### config.mk
export PLATFORM = sky130hd
export DESIGN_NAME = mux_addr_scanner
export DESIGN_NICKNAME = d
export VERILOG_FILES = /design/src/rtl/mux_addr_scanner.sv
export SDC_FILE = /design/constraint.sdc
export NUM_CORES = 1
export LEC_CHECK = 0
export CORE_MARGIN = 4
export CORE_UTILIZATION = 36
export CTS_BUF_LIST = sky130_fd_sc_hd__clkbuf_8
export DETAILED_ROUTE_END_ITERATION = 8
export PLACE_DENSITY_LB_ADDON = 0.05
export SETUP_SLACK_MARGIN = 0.02
export SYNTH_ARGS = -nofsm -noshare
export SYNTH_HDL_FRONTEND = slang
export SYNTH_SLANG_ARGS = --single-unit
### constraint.sdc
create_clock -name clk -period 1.9 [get_ports clk]
set_clock_uncertainty 0.2 [all_clocks]
set_input_delay 0.19 -clock clk [delete_from_list [all_inputs] [get_ports clk]]
set_output_delay 0.19 -clock clk [all_outputs]
set_load 0.03 [all_outputs]
### src/rtl/mux_addr_scanner.sv
// Channel address scanner for a 5-to-1 display multiplexor: auto dwell scan or manual stepping.
// Optional blanking cycle after each address change when SCAN_BLANK_EN is defined.
module mux_addr_scanner #(
    parameter int DWELL = 1000
) (
    input  logic       clk,
    input  logic       clr,
    input  logic       en,
    input  logic       step,
    output logic [2:0] addr,
    output logic [4:0] dig_en,
    output logic       frame
);

    localparam int                CNT_W   = (DWELL > 1) ? $clog2(DWELL) : 1;
    localparam logic [CNT_W-1:0]  CNT_MAX = CNT_W'(DWELL - 1);

    generate
        if (DWELL < 1 || DWELL > 1048576) begin : g_bad_dwell
            $error("mux_addr_scanner: DWELL must be in 1..1048576");
        end
`ifdef SCAN_BLANK_EN
        // A one-cycle dwell with blanking would keep every channel dark.
        if (DWELL < 2) begin : g_bad_blank_dwell
            $error("mux_addr_scanner: DWELL must be at least 2 with SCAN_BLANK_EN");
        end
`endif
    endgenerate

    logic [CNT_W-1:0] r_cnt;
    logic [2:0]       r_addr;
    logic [4:0]       r_dig_en;
    logic             r_frame;

    logic             w_wrap;
    logic             w_adv;
    logic [2:0]       w_addr_nxt;
    logic [4:0]       w_onehot;
    logic [4:0]       w_dig_nxt;

    assign w_wrap = (r_cnt == CNT_MAX);
    // Manual step only counts while the auto scan is disabled.
    assign w_adv  = en ? w_wrap : step;

    // NOTE: every combinational output gets a default first, so no path can infer a latch.
    always_comb begin
        w_addr_nxt = r_addr;
        if (r_addr > 3'd4) begin
            w_addr_nxt = 3'd0;
        end else if (w_adv) begin
            w_addr_nxt = (r_addr == 3'd4) ? 3'd0 : r_addr + 3'd1;
        end
    end

    always_comb begin
        w_onehot = 5'b00001;
        case (r_addr)
            3'd0:    w_onehot = 5'b00001;
            3'd1:    w_onehot = 5'b00010;
            3'd2:    w_onehot = 5'b00100;
            3'd3:    w_onehot = 5'b01000;
            3'd4:    w_onehot = 5'b10000;
            default: w_onehot = 5'b00001;
        endcase
    end

`ifdef SCAN_BLANK_EN
    assign w_dig_nxt = w_adv ? 5'b00000 : w_onehot;
`else
    assign w_dig_nxt = w_onehot;
`endif

    // NOTE: sequential state uses non-blocking assignments so every register samples pre-edge values.
    always_ff @(posedge clk or negedge clr) begin
        if (!clr) begin
            r_cnt    <= '0;
            r_addr   <= 3'd0;
            r_dig_en <= 5'b00000;
            r_frame  <= 1'b0;
        end else begin
            if (en) begin
                r_cnt <= w_wrap ? '0 : r_cnt + CNT_W'(1);
            end else if (step) begin
                r_cnt <= '0;
            end
            r_addr   <= w_addr_nxt;
            r_dig_en <= w_dig_nxt;
            r_frame  <= w_adv && (r_addr == 3'd4);
        end
    end

    assign addr   = r_addr;
    assign dig_en = r_dig_en;
    assign frame  = r_frame;

endmodule

Yosys cells after proc, flatten, opt, wreduce, memory -nomap -nowiden. Index checks and enable logic that the tools add are counted.

Add/subtract/negate cells: 2. Order comparisons: 1. Equal/unequal tests: 5. Mux-type cells: 8. Reduce and logical (&&, ||, !) cells: 3.

Operators by type and width (number): 10-bit two-way mux (3); 5-bit case mux with 4 select lines (1); 10-bit by 1-bit adder with 10-bit output, second input constant (1); 10-bit equality test, second input constant (1); 3-bit two-way mux (3); 3-bit by 2-bit equality test with 1-bit output, second input constant (2); 2-bit nonzero test (2); 3-bit by 1-bit adder with 3-bit output, second input constant (1); 3-bit by 1-bit equality test with 1-bit output, second input constant (1); 3-bit equality test, second input constant (1); 3-bit > comparator, second input constant (1); 1-bit logical AND (1); 1-bit two-way mux (1).

Bits in registers: 19. Input bits: 4. Output and inout bits: 9.

Depth between registers and ports, before layout. Gate-level depths: netlist (run 1).

Depth in word-level cells: 4. Mapped depth: 5.

Worst setup path before layout (run 1). No wires, ideal clock.

Path type: register -> register. Start point: register r_cnt[0]. End point: register r_frame, in the netlist frame. Setup time: 120 ps. Arrival: 1299 ps. Required time: 1580 ps. Path slack: 282 ps. Stages on the path, launching flop included: 5. Buffers on the path: 0. Clock period less this slack: 1618 ps. Cells stage by stage: dfrtp_1 > ha_1 > and2_1 > a41oi_4 > and2b_2.

Longest elaborated chain between the ends: 3.

RTL lines: start, declared (line 30) `logic [CNT_W-1:0] r_cnt;`; start signal, assigned (line 82) `r_cnt <= w_wrap ? '0 : r_cnt + CNT_W'(1);`; 10-bit equality test (line 41) `assign w_wrap = (r_cnt == CNT_MAX);`; 1-bit two-way mux (line 43) `assign w_adv = en ? w_wrap : step;`; 1-bit logical AND (line 88) `r_frame <= w_adv && (r_addr == 3'd4);`; end signal, assigned (line 88); end, declared (line 33) `logic r_frame;`.

No other way between the ends. A chain may end at the register's enable or synchronous reset.

Worst setup path in the final report (run 1).
Start point: register r_addr[2], in the netlist addr[2]. End point: output addr[2].

RTL lines: start, declared (line 31) `logic [2:0] r_addr;`; start signal, assigned (line 86) `r_addr <= w_addr_nxt;`; end, declared (line 10) `output logic [2:0] addr,`.

No word-level cell between the ends.

==> results.cfg, run 1 <==
[synth]
syn_area_um2 = 981
synth.yosys.seq_area_share = 0.485
synth_cell_types = 32
synth_common_cells = dfrtp_1, nand2_1, nor2_1
async_reset_ff_frac = 1.00
synth_seq_cells = 19
yosysMostFrequentCell = dfrtp_1
synth_top_area_frac = 0.485
ys.flop_type = dfrtp_1
synth.largest_area_cell = dfrtp_1
syn_nets = 106
synth.area.top_cells = dfrtp_1, ha_1, a21oi_1, o21ai_0, nand2_1
postSynthCellCount = 96
synth_edf_count = 0
ys_warn_count = 0
synth.avg_cell_area_um2 = 10.2

[worst_setup_path]
crit_end = addr[2]
r2r-start = r_cnt[0]$_DFFE_PN0P_
cp-end-kind = primary output
path_max_fanout = 7
path_cells = clkdlybuf4s50_1
r2r_end = frame$_DFF_PN0_
worstSetupStartpoint = addr[2]$_DFFE_PN0P_
cp.depth = 1
cp.required_ns = 1.51
reg2reg_depth = 4
max_stage_delay_ns = 0.71
path_buf_inv = 1
r2r_slack_ns = 0.12
crit_type = reg -> out
cpMaxStageDelayCell = clkdlybuf4s50_1
critPathTopFamily = buffers and inverters
critPathArrivalTime_ns = 1.43
cp-start-kind = flop

[clocking]
cts_setup_buffers = 0
ctsLongestPathBuffers = 2
cts_root_buffer = clkbuf_8
clk-insertion-delay-late_ns = 0.26
cts_resized = 0
cts_tree = yes
cts_made_buffers = 3
cts-htree-levels = 1
cts_sinks = 19
path_clk_slew_ns = 0.07
holdBufCountCts = 0

[drt]
vias_per_cell = 5.29
drcViolationCount = 0
drt-total-wl_mm = 2.12
drtPass1Iterations = 4
drt_iter0_drc = 12
dr_total_vias = 773
ant_nets = 0
post_drt_wl_per_cell_um = 14.5

[placement]
gp_congestion = 0.803
hpwl_mm = 1.57
numPortBuffers = 12

[sta]
grt_setup_unrepaired = no
tightest_slew_ns = 0.312
slew_headroom = 0.792
fin_setup_tns_ns = 0
holdWs_ns = 0.0522
finalMaxSlewViolations = 0
hold_viol = 0
finalSetupViolations = 0
fin_crit_sh = 0.960
min_period_ns = 1.82
fmax_mhz = 548

[global_routing]
antenna_found_initial = 0
grt_pass1_wl_mm = 3.61
track_usage = 0.135
overflow = 0
grt_pass1_vias = 758
grt_start_max_net_pins = 20

[floorplanning]
initial_utilization = 0.385
die_h_um = 60.2
core_area_um2 = 2540
ios = 13
die_area_um2 = 3620
rows = 18
die_w_um = 60.2

[layout]
drive_gt1_frac = 0.147
insertedDiodeCount = 0
nets = 127
area_growth_pct = 24.4

[power]
vdd_drop_max_mv = 0.831
p_per_area_nw_per_um2 = 1100
power.leakage_nw = 0.552

[run_status]
status = complete, no violations

[flow_run]
drv_cap = 0

[hold_path]
hold_class = in -> async
area by class of cell:
| class | instances | area [um^2] |
|---|---|---|
| fillers | 247 | 1330 |
| flip-flops and latches | 19 | 475 |
| multi-input cells | 69 | 474 |
| repair buffers | 18 | 165 |
| clock buffers | 3 | 41.3 |
| well taps | 30 | 37.5 |
| inverters | 6 | 22.5 |
| clock inverters | 1 | 3.75 |
sequential cells by signal, indices dropped and copies added, names as in the netlist:
register,flops
addr,3
dig_en,5
frame,1
r_cnt,10
through the flow:
step	power (mW)	util	cells	setup slack, ns	area [um^2]
after global routing	1.43	0.479	146	0.0250	1220
after CTS	1.36	0.479	146	0.0637	1220
after floorplan	0.856	-	96	0.282	981
after global placement	1.06	0.462	142	0.109	1170
after detailed placement	1.07	0.462	142	0.0745	1170
final	1.34	0.479	146	0.0756	1220
routing by layer:
layer,track usage,vias up,part of all wire
met2,0.198,24,0.44
met5,0,-,0
met3,0.0475,3,0.065
met1,0.183,364,0.48
li1,-,382,-
met4,0.0475,0,0.012
report_power, final:
group          internal, mW  leakage, nW  switching, mW
Combinational         0.217        0.273          0.293
Sequential            0.485        0.253         0.0591
Clock                 0.144       0.0269          0.139
Total                 0.846        0.552          0.491
kinds of logic (layout without fill, tap and decap cells):
logic type                 after synthesis  after routing  share of synthesized area
AOI/OAI and AO/OA                       29             29                      0.218
adders and majority gates                6              6                     0.0765
DFF                                     19             19                      0.485
and+or+nand+nor                         33             33                      0.180
xor gates and xnor gates                 1              1                    0.00893
buffers and inverters                    8             28                     0.0319
worst min-delay path by stage:
stage / from / end / slack, ns / cells after the start
after global placement: r_cnt[1]$_DFFE_PN0P_ / r_cnt[1]$_DFFE_PN0P_ / 0.32 / 1
after CTS: clr / r_cnt[7]$_DFFE_PN0P_ / 0.06 / 2
after floorplan: clr / addr[0]$_DFFE_PN0P_ / -0.31 / 0
after detailed placement: r_cnt[1]$_DFFE_PN0P_ / r_cnt[1]$_DFFE_PN0P_ / 0.31 / 1
final: clr / r_cnt[7]$_DFFE_PN0P_ / 0.05 / 2
after global routing: clr / r_cnt[7]$_DFFE_PN0P_ / 0.07 / 2
cell usage in the layout, fill, tap and decap left out, types with 2 or more instances in the layout:
cell type,netlist,final
nor3_1,2,2
o22ai_1,2,2
ha_1,6,6
nor2b_1,3,3
buf_4,0,6
and3_2,2,2
a21oi_1,6,6
a22o_1,3,3
nand3_1,3,3
clkbuf_8,0,3
a31o_2,2,2
inv_1,6,7
dfrtp_1,19,19
a32o_1,2,2
clkdlybuf4s50_1,0,12
nor2_1,8,8
nand2_1,8,8
o21ai_0,6,6
and2_1,2,2
Note: power is estimated with default switching activity, not from simulation.
==> run 2, diff against run 1 <==
--- a/config.mk
+++ b/config.mk
@@ -10,6 +10,7 @@
 export CTS_BUF_LIST = sky130_fd_sc_hd__clkbuf_8
 export DETAILED_ROUTE_END_ITERATION = 8
 export PLACE_DENSITY_LB_ADDON = 0.05
+export REMOVE_ABC_BUFFERS = 1
 export SETUP_SLACK_MARGIN = 0.02
 export SYNTH_ARGS = -nofsm -noshare
 export SYNTH_HDL_FRONTEND = slang
==> run 2 against run 1 <==
Against the previous run:
- via count shrank 4.7%
- critical path type unchanged
- largest cell class unchanged
- die area is the same
- critical endpoint is now addr[0]
- fmax grew 3.4%
- sequential power is essentially flat
==> results.cfg, run 2 (synthesis gave the netlist of run 1 again) <==
[sta]
fin_crit_sh = 0.929
finalMaxSlewViolations = 0
slew_headroom = 0.726
fmax_mhz = 567
hold_viol = 0
finalSetupViolations = 0
tightest_slew_ns = 0.408
grt_setup_unrepaired = no
min_period_ns = 1.76
fin_setup_tns_ns = 0

[layout]
final_cell_mix = dfrtp_1, clkdlybuf4s50_1, nor2_1, nand2_1
insertedDiodeCount = 0
n_fill_cell = 247
regMostFlops = r_cnt
nets = 127
largest_reg_flops = 10
area_growth_pct = 24.7
finalNonFillerCells = 146
drive_gt1_frac = 0.155
final_common_cell = dfrtp_1

[placement]
numPortBuffers = 12
hpwl_mm = 1.44
dp_cells = 142
gp_congestion = 0.812

[clocking]
path_clk_slew_ns = 0.07
cts_root_buffer = clkbuf_8
cts_tree = yes
cts_made_buffers = 3
ctsLongestPathBuffers = 2
holdBufCountCts = 0
cts_setup_buffers = 0
cts-htree-levels = 1
cts_resized = 0
clk-insertion-delay-late_ns = 0.25
cts_sinks = 19

[drt]
drcViolationCount = 0
drtPass1Iterations = 4
drt-total-wl_mm = 1.90
post_drt_wl_per_cell_um = 13.0
ant_nets = 0
vias_per_cell = 5.05
dr_total_vias = 737
drt_iter0_drc = 12

[global_routing]
grt_start_max_net_pins = 20
track_usage = 0.124
overflow = 0
grt_pass1_wl_mm = 3.28
antenna_found_initial = 0
grt_pass1_vias = 680

[power]
p_per_area_nw_per_um2 = 1080
p_int_mw = 0.846
seqPwrFrac = 0.410
vdd_drop_max_mv = 0.767
power.leakage_nw = 0.567
p_sw_frac = 0.361
clock_power_share = 0.211
power_frac_comb = 0.380
p_sw_mw = 0.477

[worst_setup_path]
max_stage_delay_ns = 0.70
critPathTopFamily = buffers and inverters
path_buf_inv = 1
cp.depth = 1
path_max_fanout = 5
r2r_slack_ns = 0.17
crit_end = addr[0]
cp-start-kind = flop
r2r_end = frame$_DFF_PN0_
r2r-start = r_cnt[0]$_DFFE_PN0P_
worstSetupStartpoint = addr[0]$_DFFE_PN0P_
reg2reg_depth = 4
path_cells = clkdlybuf4s50_1
cp-end-kind = primary output
cpMaxStageDelayCell = clkdlybuf4s50_1
cp.required_ns = 1.51
critPathArrivalTime_ns = 1.37
crit_type = reg -> out

[run_status]
status = complete, no violations

[flow_run]
drv_cap = 0

[floorplanning]
rows = 18
die_h_um = 60.2
die_area_um2 = 3620
ios = 13
initial_utilization = 0.385
die_w_um = 60.2
core_area_um2 = 2540

[hold_path]
hold_class = in -> async
run 2: how the worst min path moves through the flow:
stage | from | end
detailed placement | r_cnt[0]$_DFFE_PN0P_ | r_cnt[0]$_DFFE_PN0P_
CTS | clr | frame$_DFF_PN0_
finish | clr | dig_en[0]$_DFF_PN0_
global route | clr | dig_en[2]$_DFF_PN0_
floorplan | clr | addr[0]$_DFFE_PN0P_
global placement | r_cnt[0]$_DFFE_PN0P_ | r_cnt[0]$_DFFE_PN0P_
run 2: power by group through the flow:
stage	Sequential, mW	Combinational (mW)	Clock (mW)
6_report	0.542	0.502	0.279
5_1_grt	0.556	0.555	0.310
4_1_cts	0.543	0.512	0.292
3_5_place_dp	0.550	0.511	0
3_3_place_gp	0.549	0.509	0
2_1_floorplan	0.680	0.168	0
run 2: layout make-up:
| type | instances | area (um^2) | share of cell area |
|---|---|---|---|
| Sequential cell | 19 | 475 | 0.389 |
| Multi-Input combinational cell | 69 | 474 | 0.388 |
| Timing Repair Buffer | 18 | 168 | 0.137 |
| Clock buffer | 3 | 41.3 | 0.0337 |
| Tap cell | 30 | 37.5 | 0.0307 |
| Inverter | 6 | 22.5 | 0.0184 |
| Clock inverter | 1 | 5.00 | 0.00409 |
run 2: per-layer routing:
metal / track usage / vias up / share of wire
met5: 0 / - / 0
met4: 0.0475 / 0 / 0.015
met3: 0.0389 / 4 / 0.052
met2: 0.168 / 14 / 0.40
met1: 0.181 / 335 / 0.53
li1: - / 384 / -
run 2: stage by stage:
step | utilization | total power, mW | hold slack, ns | worst slack (ns) | area [um^2]
CTS | 0.480 | 1.35 | 0.0718 | 0.0758 | 1220
detailed placement | 0.462 | 1.06 | 0.319 | 0.178 | 1170
global route | 0.481 | 1.42 | 0.0751 | 0.0514 | 1220
floorplan | - | 0.848 | -0.306 | 0.282 | 972
finish | 0.481 | 1.32 | 0.0662 | 0.135 | 1220
global placement | 0.462 | 1.06 | 0.314 | 0.190 | 1170
